**config.mk**
```make
export PLATFORM = sky130hd
export DESIGN_NAME = mc_controller
export DESIGN_NICKNAME = d
export VERILOG_FILES = /design/src/rtl/mc_ctrl_pkg.sv /design/src/rtl/mc_decode.sv /design/src/rtl/mc_controller.sv
export SDC_FILE = /design/constraint.sdc
export NUM_CORES = 1
export LEC_CHECK = 0
export ABC_AREA = 0
export BUFFER_PORTS_ARGS = -buffer_cell sky130_fd_sc_hd__buf_2
export CORE_MARGIN = 10
export CORE_UTILIZATION = 30
export CTS_BUF_LIST = sky130_fd_sc_hd__clkbuf_8
export CTS_CLUSTER_DIAMETER = 150
export CTS_CLUSTER_SIZE = 28
export DETAILED_ROUTE_END_ITERATION = 16
export GPL_ROUTABILITY_DRIVEN = 0
export SLEW_MARGIN = 20
export SYNTH_ARGS = -nofsm -noshare
export SYNTH_HDL_FRONTEND = slang
export SYNTH_SLANG_ARGS = --single-unit
```
**constraint.sdc**
```tcl
create_clock -name clk -period 1.7 [get_ports clk]
set_input_delay 0 -clock clk [delete_from_list [all_inputs] [get_ports clk]]
set_output_delay 0 -clock clk [all_outputs]
set_load 0.02 [all_outputs]
```
**src/rtl/mc_ctrl_pkg.sv**
```systemverilog
`default_nettype none
// mc_ctrl_pkg: shared states, opcode/funct values, ALUctr codes and instruction classes
// for the multi-cycle MIPS controller. Revision 1.0
package mc_ctrl_pkg;

  typedef enum logic [2:0] {
    ST_FETCH  = 3'd0,
    ST_DECODE = 3'd1,
    ST_EXEC   = 3'd2,
    ST_MEM    = 3'd3,
    ST_WB     = 3'd4
  } state_e;

  localparam logic [5:0] OP_RTYPE = 6'h00;
  localparam logic [5:0] OP_J     = 6'h02;
  localparam logic [5:0] OP_BEQ   = 6'h04;
  localparam logic [5:0] OP_ORI   = 6'h0D;
  localparam logic [5:0] OP_LW    = 6'h23;
  localparam logic [5:0] OP_SW    = 6'h2B;

  localparam logic [5:0] FN_ADD   = 6'h20;
  localparam logic [5:0] FN_ADDU  = 6'h21;
  localparam logic [5:0] FN_SUB   = 6'h22;
  localparam logic [5:0] FN_SUBU  = 6'h23;
  localparam logic [5:0] FN_AND   = 6'h24;
  localparam logic [5:0] FN_OR    = 6'h25;
  localparam logic [5:0] FN_SLT   = 6'h2A;

  localparam logic [2:0] ALU_AND  = 3'b000;
  localparam logic [2:0] ALU_OR   = 3'b001;
  localparam logic [2:0] ALU_ADD  = 3'b010;
  localparam logic [2:0] ALU_SUB  = 3'b110;
  localparam logic [2:0] ALU_SLT  = 3'b111;

  typedef enum logic [3:0] {
    CL_NOP  = 4'd0,
    CL_ADD  = 4'd1,
    CL_ADDU = 4'd2,
    CL_SUB  = 4'd3,
    CL_SUBU = 4'd4,
    CL_AND  = 4'd5,
    CL_OR   = 4'd6,
    CL_SLT  = 4'd7,
    CL_ORI  = 4'd8,
    CL_LW   = 4'd9,
    CL_SW   = 4'd10,
    CL_BEQ  = 4'd11,
    CL_J    = 4'd12
  } iclass_e;

  function automatic logic is_rtype(input iclass_e c);
    return (c inside {CL_ADD, CL_ADDU, CL_SUB, CL_SUBU, CL_AND, CL_OR, CL_SLT});
  endfunction

  function automatic logic [2:0] alu_code(input iclass_e c);
    case (c)
      CL_SUB, CL_SUBU, CL_BEQ: return ALU_SUB;
      CL_OR, CL_ORI:           return ALU_OR;
      CL_AND:                  return ALU_AND;
      CL_SLT:                  return ALU_SLT;
      default:                 return ALU_ADD;
    endcase
  endfunction

endpackage
`default_nettype wire

```
**src/rtl/mc_decode.sv**
```systemverilog
`default_nettype none
// mc_decode: combinational opcode/funct to instruction-class decoder with illegal flag.
// Revision 1.0
module mc_decode
  import mc_ctrl_pkg::*;
#(
  parameter bit EN_JUMP = 1'b1
) (
  input  logic [5:0] opcode_i,
  input  logic [5:0] funct_i,
  output iclass_e    class_o,
  output logic       illegal_o
);

  always_comb begin
    class_o   = CL_NOP;
    illegal_o = 1'b0;
    case (opcode_i)
      OP_RTYPE: begin
        case (funct_i)
          FN_ADD:  class_o = CL_ADD;
          FN_ADDU: class_o = CL_ADDU;
          FN_SUB:  class_o = CL_SUB;
          FN_SUBU: class_o = CL_SUBU;
          FN_AND:  class_o = CL_AND;
          FN_OR:   class_o = CL_OR;
          FN_SLT:  class_o = CL_SLT;
          default: illegal_o = 1'b1;
        endcase
      end
      OP_ORI: class_o = CL_ORI;
      OP_LW:  class_o = CL_LW;
      OP_SW:  class_o = CL_SW;
      OP_BEQ: class_o = CL_BEQ;
      OP_J: begin
        if (EN_JUMP) class_o   = CL_J;
        else         illegal_o = 1'b1;
      end
      default: illegal_o = 1'b1;
    endcase
  end

endmodule
`default_nettype wire

```
**src/rtl/mc_controller.sv**
```systemverilog
`default_nettype none
// mc_controller: multi-cycle MIPS control FSM (FETCH/DECODE/EXEC/MEM/WB) with memory
// ready handshake. Revision 1.0
module mc_controller
  import mc_ctrl_pkg::*;
#(
  parameter int ALUCTR_W = 3,
  parameter bit EN_JUMP  = 1'b1
) (
  input  logic                clk,
  input  logic                rst_n,
  input  logic [5:0]          opcode,
  input  logic [5:0]          funct,
  input  logic                zero,
  input  logic                mem_ready,
  output logic                PCWr,
  output logic                IRWr,
  output logic                RegWr,
  output logic                MemRd,
  output logic                MemWr,
  output logic                IorD,
  output logic [1:0]          nPC_sel,
  output logic                RegDst,
  output logic                ExtOp,
  output logic                ALUSrc,
  output logic                MemtoReg,
  output logic [ALUCTR_W-1:0] ALUctr,
  output logic                retire,
  output logic                illegal,
  output logic [2:0]          state
);

  state_e  state_q, state_d;
  iclass_e class_q;
  iclass_e dec_class;
  logic    dec_illegal;

  logic       pcwr_raw, irwr_raw, regwr_raw, memrd_raw, memwr_raw, iord_raw;
  logic [1:0] npc_raw;
  logic       regdst_raw, extop_raw, alusrc_raw, memtoreg_raw;
  logic [2:0] alu_raw;
  logic       retire_raw, illegal_raw;

  mc_decode #(.EN_JUMP(EN_JUMP)) u_decode (
    .opcode_i  (opcode),
    .funct_i   (funct),
    .class_o   (dec_class),
    .illegal_o (dec_illegal)
  );

  always_ff @(posedge clk or negedge rst_n) begin
    if (!rst_n) begin
      state_q <= ST_FETCH;
      class_q <= CL_NOP;
    end else begin
      state_q <= state_d;
      if (state_q == ST_DECODE) class_q <= dec_class;
    end
  end

  always_comb begin
    state_d      = state_q;
    pcwr_raw     = 1'b0;
    irwr_raw     = 1'b0;
    regwr_raw    = 1'b0;
    memrd_raw    = 1'b0;
    memwr_raw    = 1'b0;
    iord_raw     = 1'b0;
    npc_raw      = 2'b00;
    regdst_raw   = 1'b0;
    extop_raw    = 1'b0;
    alusrc_raw   = 1'b0;
    memtoreg_raw = 1'b0;
    alu_raw      = ALU_ADD;
    retire_raw   = 1'b0;
    illegal_raw  = 1'b0;
    case (state_q)
      ST_FETCH: begin
        memrd_raw = 1'b1;
        if (mem_ready) begin
          irwr_raw = 1'b1;
          pcwr_raw = 1'b1;
          state_d  = ST_DECODE;
        end
      end
      ST_DECODE: begin
        if (dec_illegal) begin
          illegal_raw = 1'b1;
          retire_raw  = 1'b1;
          state_d     = ST_FETCH;
        end else if (dec_class == CL_J) begin
          pcwr_raw   = 1'b1;
          npc_raw    = 2'b10;
          retire_raw = 1'b1;
          state_d    = ST_FETCH;
        end else begin
          state_d = ST_EXEC;
        end
      end
      ST_EXEC: begin
        alu_raw    = alu_code(class_q);
        alusrc_raw = class_q inside {CL_ORI, CL_LW, CL_SW};
        extop_raw  = class_q inside {CL_LW, CL_SW, CL_BEQ};
        if (class_q inside {CL_LW, CL_SW}) begin
          state_d = ST_MEM;
        end else if (class_q == CL_BEQ) begin
          pcwr_raw   = zero;
          npc_raw    = 2'b01;
          retire_raw = 1'b1;
          state_d    = ST_FETCH;
        end else begin
          state_d = ST_WB;
        end
      end
      ST_MEM: begin
        iord_raw  = 1'b1;
        memrd_raw = (class_q == CL_LW);
        memwr_raw = (class_q == CL_SW);
        if (mem_ready) begin
          if (class_q == CL_SW) begin
            retire_raw = 1'b1;
            state_d    = ST_FETCH;
          end else begin
            state_d = ST_WB;
          end
        end
      end
      ST_WB: begin
        regwr_raw    = 1'b1;
        regdst_raw   = is_rtype(class_q);
        memtoreg_raw = (class_q == CL_LW);
        retire_raw   = 1'b1;
        state_d      = ST_FETCH;
      end
      default: state_d = ST_FETCH;
    endcase
  end

  // Outputs are gated by rst_n directly so a reset edge kills any in-flight strobe at once.
  assign PCWr     = rst_n & pcwr_raw;
  assign IRWr     = rst_n & irwr_raw;
  assign RegWr    = rst_n & regwr_raw;
  assign MemRd    = rst_n & memrd_raw;
  assign MemWr    = rst_n & memwr_raw;
  assign IorD     = rst_n & iord_raw;
  assign nPC_sel  = rst_n ? npc_raw : 2'b00;
  assign RegDst   = rst_n & regdst_raw;
  assign ExtOp    = rst_n & extop_raw;
  assign ALUSrc   = rst_n & alusrc_raw;
  assign MemtoReg = rst_n & memtoreg_raw;
  assign ALUctr   = rst_n ? ALUCTR_W'(alu_raw) : '0;
  assign retire   = rst_n & retire_raw;
  assign illegal  = rst_n & illegal_raw;
  assign state    = rst_n ? state_q : 3'd0;

endmodule
`default_nettype wire
```
* After elaboration in Yosys (flattened, before gate mapping)
Cells that the tools add are included.
Cells by class: add/sub/neg operators 0, multipliers 0, divide/modulo/power cells 0, order comparisons 0, eq/ne operators 30, shift-type cells 0, muxes and demuxes 45, bitwise gates (word level) 12, reduce and logical (&&, ||, !) cells 11
Operator list (count):
- $eq A6 B6 Y1 const B | 9
- $mux W3 | 8
- $pmux W3 S4 | 2
- $pmux W4 S6 | 1
- $mux W1 | 23
- $pmux W3 S7 | 1
- $eq A4 B4 Y1 const B | 5
- $eq A4 B3 Y1 const B | 4
- $and A1 B1 Y1 | 12
- $mux W2 | 5
- $eq A4 B2 Y1 const B | 2
- $reduce_bool A7 Y1 | 1
- $reduce_or A7 Y1 | 1
- $eq A3 B2 Y1 const B | 2
- $eq A6 B2 Y1 const B | 1
- $eq A6 B3 Y1 const B | 1
- $eq A6 B4 Y1 const B | 1
- $logic_not A6 Y1 | 1
- $reduce_bool A3 Y1 | 2
- $reduce_or A5 Y1 | 1
- $eq A4 B1 Y1 const B | 1
- $ne A2 B2 Y1 const B | 2
- $pmux W1 S2 | 2
- $pmux W1 S4 | 1
- 9 further kinds | 9
Storage, ports and cells: register bits 7, latch bits 0, memory bits (writable) 0, bits in read-only memories 0, bits of input ports 16, logic and storage cells 100, memories kept 0

* Depth between registers and ports, before layout
depth in word-level cells 8, gate-level depth with buffers 5

* Hierarchy
From an unflattened synthesis, not the netlist that was laid out.
Second synthesis, totals: cells, all modules 119, area total of the unflattened synthesis 949.7 um^2
Modules (own cells, without submodules):
- mc_controller | instances 1, cells an instance 84, area each 698.2 um^2, seq. area each 175.2 um^2
- mc_decode | instances 1, cells an instance 35, area each 251.5 um^2, seq. area each 0.0 um^2

* Worst setup path before layout
No wires, ideal clock.
path kind register to output, start point register class_q[3], end point output port PCWr, arrival time 1.528 ns, path slack 0.172 ns, stages on the path, launching flop included 6, path buffers 1, cells stage by stage dfrtp_1 nor2b_1 clkbuf_1 nand3_1 a2bb2oi_1 o32ai_1
Between the ends: longest elaborated chain between the ends 5, elaborated cells on any way between the ends 8, classes of those cells 3 x eq/ne; 3 x mux; 1 x bitwise; 1 x reduce/logical
Ends and longest elaborated chain:
- start, declared | RTL line mc_controller.sv:34 | iclass_e class_q;
- start signal, assigned | RTL line mc_controller.sv:57 | if (state_q == ST_DECODE) class_q <= dec_class;
- $eq A4 B4 Y1, on equally long branches | RTL line mc_controller.sv:106, mc_controller.sv:104
- $mux W1 / $reduce_bool A2 Y1 (equally long branches) | RTL line mc_controller.sv:106, mc_controller.sv:104
- $mux W1 (*) | RTL line mc_controller.sv:104 | if (class_q inside {CL_LW, CL_SW}) begin
- $pmux W1 S3 (*) | RTL line mc_controller.sv:77 | case (state_q)
- $and A1 B1 Y1 (*) | RTL line mc_controller.sv:140 | assign PCWr = rst_n & pcwr_raw;
- end, declared | RTL line mc_controller.sv:16 | output logic PCWr,
Every way passes the cells marked *; elsewhere a longest branch is shown, timed or not.

* Worst setup path in the final report
start point register class_q[2], end point output port ALUctr[1]
Between the ends: longest elaborated chain between the ends 5, elaborated cells on any way between the ends 12, classes of those cells 7 x eq/ne; 3 x mux; 2 x reduce/logical
Ends and longest elaborated chain:
- $eq A4 B4 Y1 (tied with other cells) | RTL line mc_ctrl_pkg.sv:56 | case (c)
- $reduce_or A3 Y1 / $reduce_or A2 Y1 (equally long branches) | RTL line mc_ctrl_pkg.sv:56
- $pmux W3 S4 (*) | RTL line mc_ctrl_pkg.sv:56
- $mux W3 (*) | RTL line mc_controller.sv:77
- $mux W3 (*) | RTL line mc_controller.sv:151 | assign ALUctr = rst_n ? ALUCTR_W'(alu_raw) : '0;
- end, declared | RTL line mc_controller.sv:27 | output logic [ALUCTR_W-1:0] ALUctr,
Marked as above.

==> metrics.yaml <==
global_routing:
  antenna_found_initial: 0
  grt_max_degree: 16
  grt_pass1_vias: 1064
  grt_usage_pct: 10.2
  grt_first_pass_wirelength_um: 4510
  overflow: 0
placement:
  dp_cells: 182
  dp_hpwl_um: 2130
  port_buffers: 35
detailed_routing:
  via_count: 1005
  firstDrtPassIters: 4
  drc: 0
  ant_nets: 0
  wl_um: 2620
  wl_per_cell_um: 13.8
  drt_iter0_markers: 70
  post_drt_via_cell_ratio: 5.29
pwr:
  power.total_w: 0.000621
  leakage_nw: 0.546
  vdd_drop_max_uv: 392
  power_density_mw_per_mm2: 534
synth:
  synth_top_cell_area_share_pct: 21.0
  ys_ff_latch: 7
  synth_area_per_cell_sq_um: 7.21
  synth_area_leaders: "dfrtp_1, a21oi_1, nor2_1"
  syn-num-nets: 132
  ys_seq_area_share_pct: 21.0
  yosys_warnings: 0
  syn_area_sq_um: 836
  synth_cell_type_count: 41
  syn-instance-count: 116
  yosysTopAreaCell: "dfrtp_1"
clock_tree:
  cts_tree: "yes"
  insertion_delay_ps: 230
  htreeDepth: 1
  path_clk_slew_ps: 40
  cts.sinks: 7
  clockBufferDepth: 2
  cts_buffers: 3
  cts-root-buf: "clkbuf_8"
sta:
  max_slew.worst_pin.slew_ps: 371
  fin_crit_sh_pct: 97.6
  hold_viol: 0
  timing.final.crit_period_ps: 1660
  skew_ps: 1.31
  maxSlewHeadroom_pct: 75.2
  final-setup-viol-count: 0
  slew_violations: 0
  fmax_ghz: 0.603
  fin_setup_tns_ps: 0
  rsz0062_at_grt: "true"
worst_setup_path:
  cp-end-kind: "primary output"
  arrival_ps: 1660
  critPathMaxStageDelay_ps: 410
  critPathKind: "register to primary output"
  cp-start-kind: "register"
  worstPathRequired_ps: 1700
  crit_chain: "or3b_4 > a21oi_2 > a21oi_1 > o41a_1 > buf_6"
  cp_slowest_cell: "dfrtp_1"
  crit_fanout: 4
final_layout:
  finalNetCount: 176
  area_delta_synth_final_pct: 38.9
  drive_gt1_share_pct: 35.2
  layout.cells.non_filler: 190
  diodes: 0
run:
  cap_violations: 0
worst_hold_path:
  worstHoldPathType: "input port to register"
floorplan:
  ioPinCount: 36
  floorplan.initialDensity_pct: 30.8
  die_area_sq_mm: 0.00530
  core_sq_mm: 0.00271
  rows: 19
  die_y_um: 72.8
  die_w_um: 72.8
outcome:
  status: "completed"
where the power goes:
| part | leakage (nW) | switching [W] | internal (W) |
|---|---|---|---|
| registers | 0.0952 | 0.0000151 | 0.000175 |
| clock network | 0.0255 | 0.0000754 | 0.000159 |
| logic | 0.425 | 0.000112 | 0.0000838 |
synthesized netlist by cell type:
master     number
a211oi_1        2
a21oi_1        11
a221o_1         1
a221oi_1        1
a221oi_4        1
a2bb2oi_1       1
a31oi_1         2
a32oi_1         1
and2_1          4
and3_1          2
clkbuf_1        4
dfrtp_1         7
inv_1           7
mux2_2          1
mux2i_1         1
nand2_1        11
nand2b_1        5
nand3_1         3
nand3b_1        1
nand4_1         1
nand4b_1        1
nor2_1         13
nor2b_1         6
nor3_1          3
nor3_2          1
nor4_1          1
o21a_1          2
o21ai_0         5
o21ai_1         1
o22ai_1         1
o22ai_2         1
o2bb2ai_1       1
o31ai_1         3
o32ai_1         1
o41a_1          1
or2_2           1
or3b_2          2
or4_4           1
or4b_1          2
xnor2_1         1
xor2_1          1
final timing paths:
kind	start	depth (start not counted)	slack [ps]	to
setup / recovery	class_q[2]$_DFFE_PN0P_	5	40	ALUctr[1]
hold / removal	mem_ready	3	100	state_q[2]$_DFFE_PN0P_
setup reg to reg	class_q[1]$_DFFE_PN0P_	5	240	state_q[1]$_DFFE_PN0P_
hold reg to reg	state_q[2]$_DFFE_PN0P_	1	560	state_q[0]$_DFFE_PN0P_
max in group asynchronous	rst_n	2	1400	class_q[2]$_DFFE_PN0P_
min in group asynchronous	rst_n	2	150	state_q[0]$_DFFE_PN0P_
cells by family after synthesis:
group                     synth area share (%)
buffers and inverters                     4.94
and+or+nand+nor                           38.3
xor gates and xnor gates                  2.10
AOI/OAI and AO/OA                         31.1
DFF                                       21.0
muxes                                     2.54
routing by layer:
layer  global-route usage, %  up-vias  share of wire (%)
met5                       0        -                  0
li1                        -      513                  -
met1                    11.7      451                 44
met4                    2.11        0               0.46
met3                    5.31        2                 11
met2                    16.4       39                 45
state kept, by name, indices dropped and copies added (netlist names):
signal / flops
class_q: 4
state_q: 3
stage by stage:
stage | util, % | setup slack, ps | instance area [sq um] | hold slack, ps
floorplan | - | 172 | 836 | -296
global placement | 39.3 | 163 | 1060 | -116
detailed placement | 39.3 | 169 | 1060 | -111
CTS | 42.7 | 45.9 | 1160 | 95.3
global route | 42.8 | -23.1 | 1160 | 144
finish | 42.8 | 40.5 | 1160 | 99.0
cell usage in the layout, fill, tap and decap left out, types with 2 or more instances in the layout:
master / n
buf_4: 8
nand2b_1: 5
nor2b_1: 5
or4b_1: 2
nor3_1: 3
o21a_1: 2
o31ai_1: 3
and3_1: 2
a21oi_1: 10
nand3_1: 3
o21ai_0: 5
nand2_1: 11
a211oi_1: 2
buf_2: 33
dfrtp_1: 7
a31oi_1: 2
nor2_1: 13
clkbuf_8: 3
and2_1: 4
inv_1: 7
critical path: cells and delay by family, from the launching register on:
| kind | cells | cell delay [ps] |
|---|---|---|
| compound gates | 3 | 500 |
| buf+inv | 1 | 140 |
| simple gates | 1 | 380 |
| flops | 1 | 410 |
area by class of cell:
type / instances / area, sq um
fillers: 282 / 1550
clock buffers: 3 / 41.3
flip-flops and latches: 7 / 175
clock inverters: 1 / 5.00
multi-input cells: 98 / 628
repair buffers: 43 / 246
inverters: 7 / 26.3
well taps: 31 / 38.8
what timing repair did:
item	4_1_cts	5_1_grt
pin swaps	1	0
setup endpoints to repair	2	4
gates cloned	0	0
hold buffers	1	0
resized for setup	4	3
endpoints found under the hold margin	7	0
buffers inserted	3	0
Note: power is estimated with default switching activity, not from simulation.
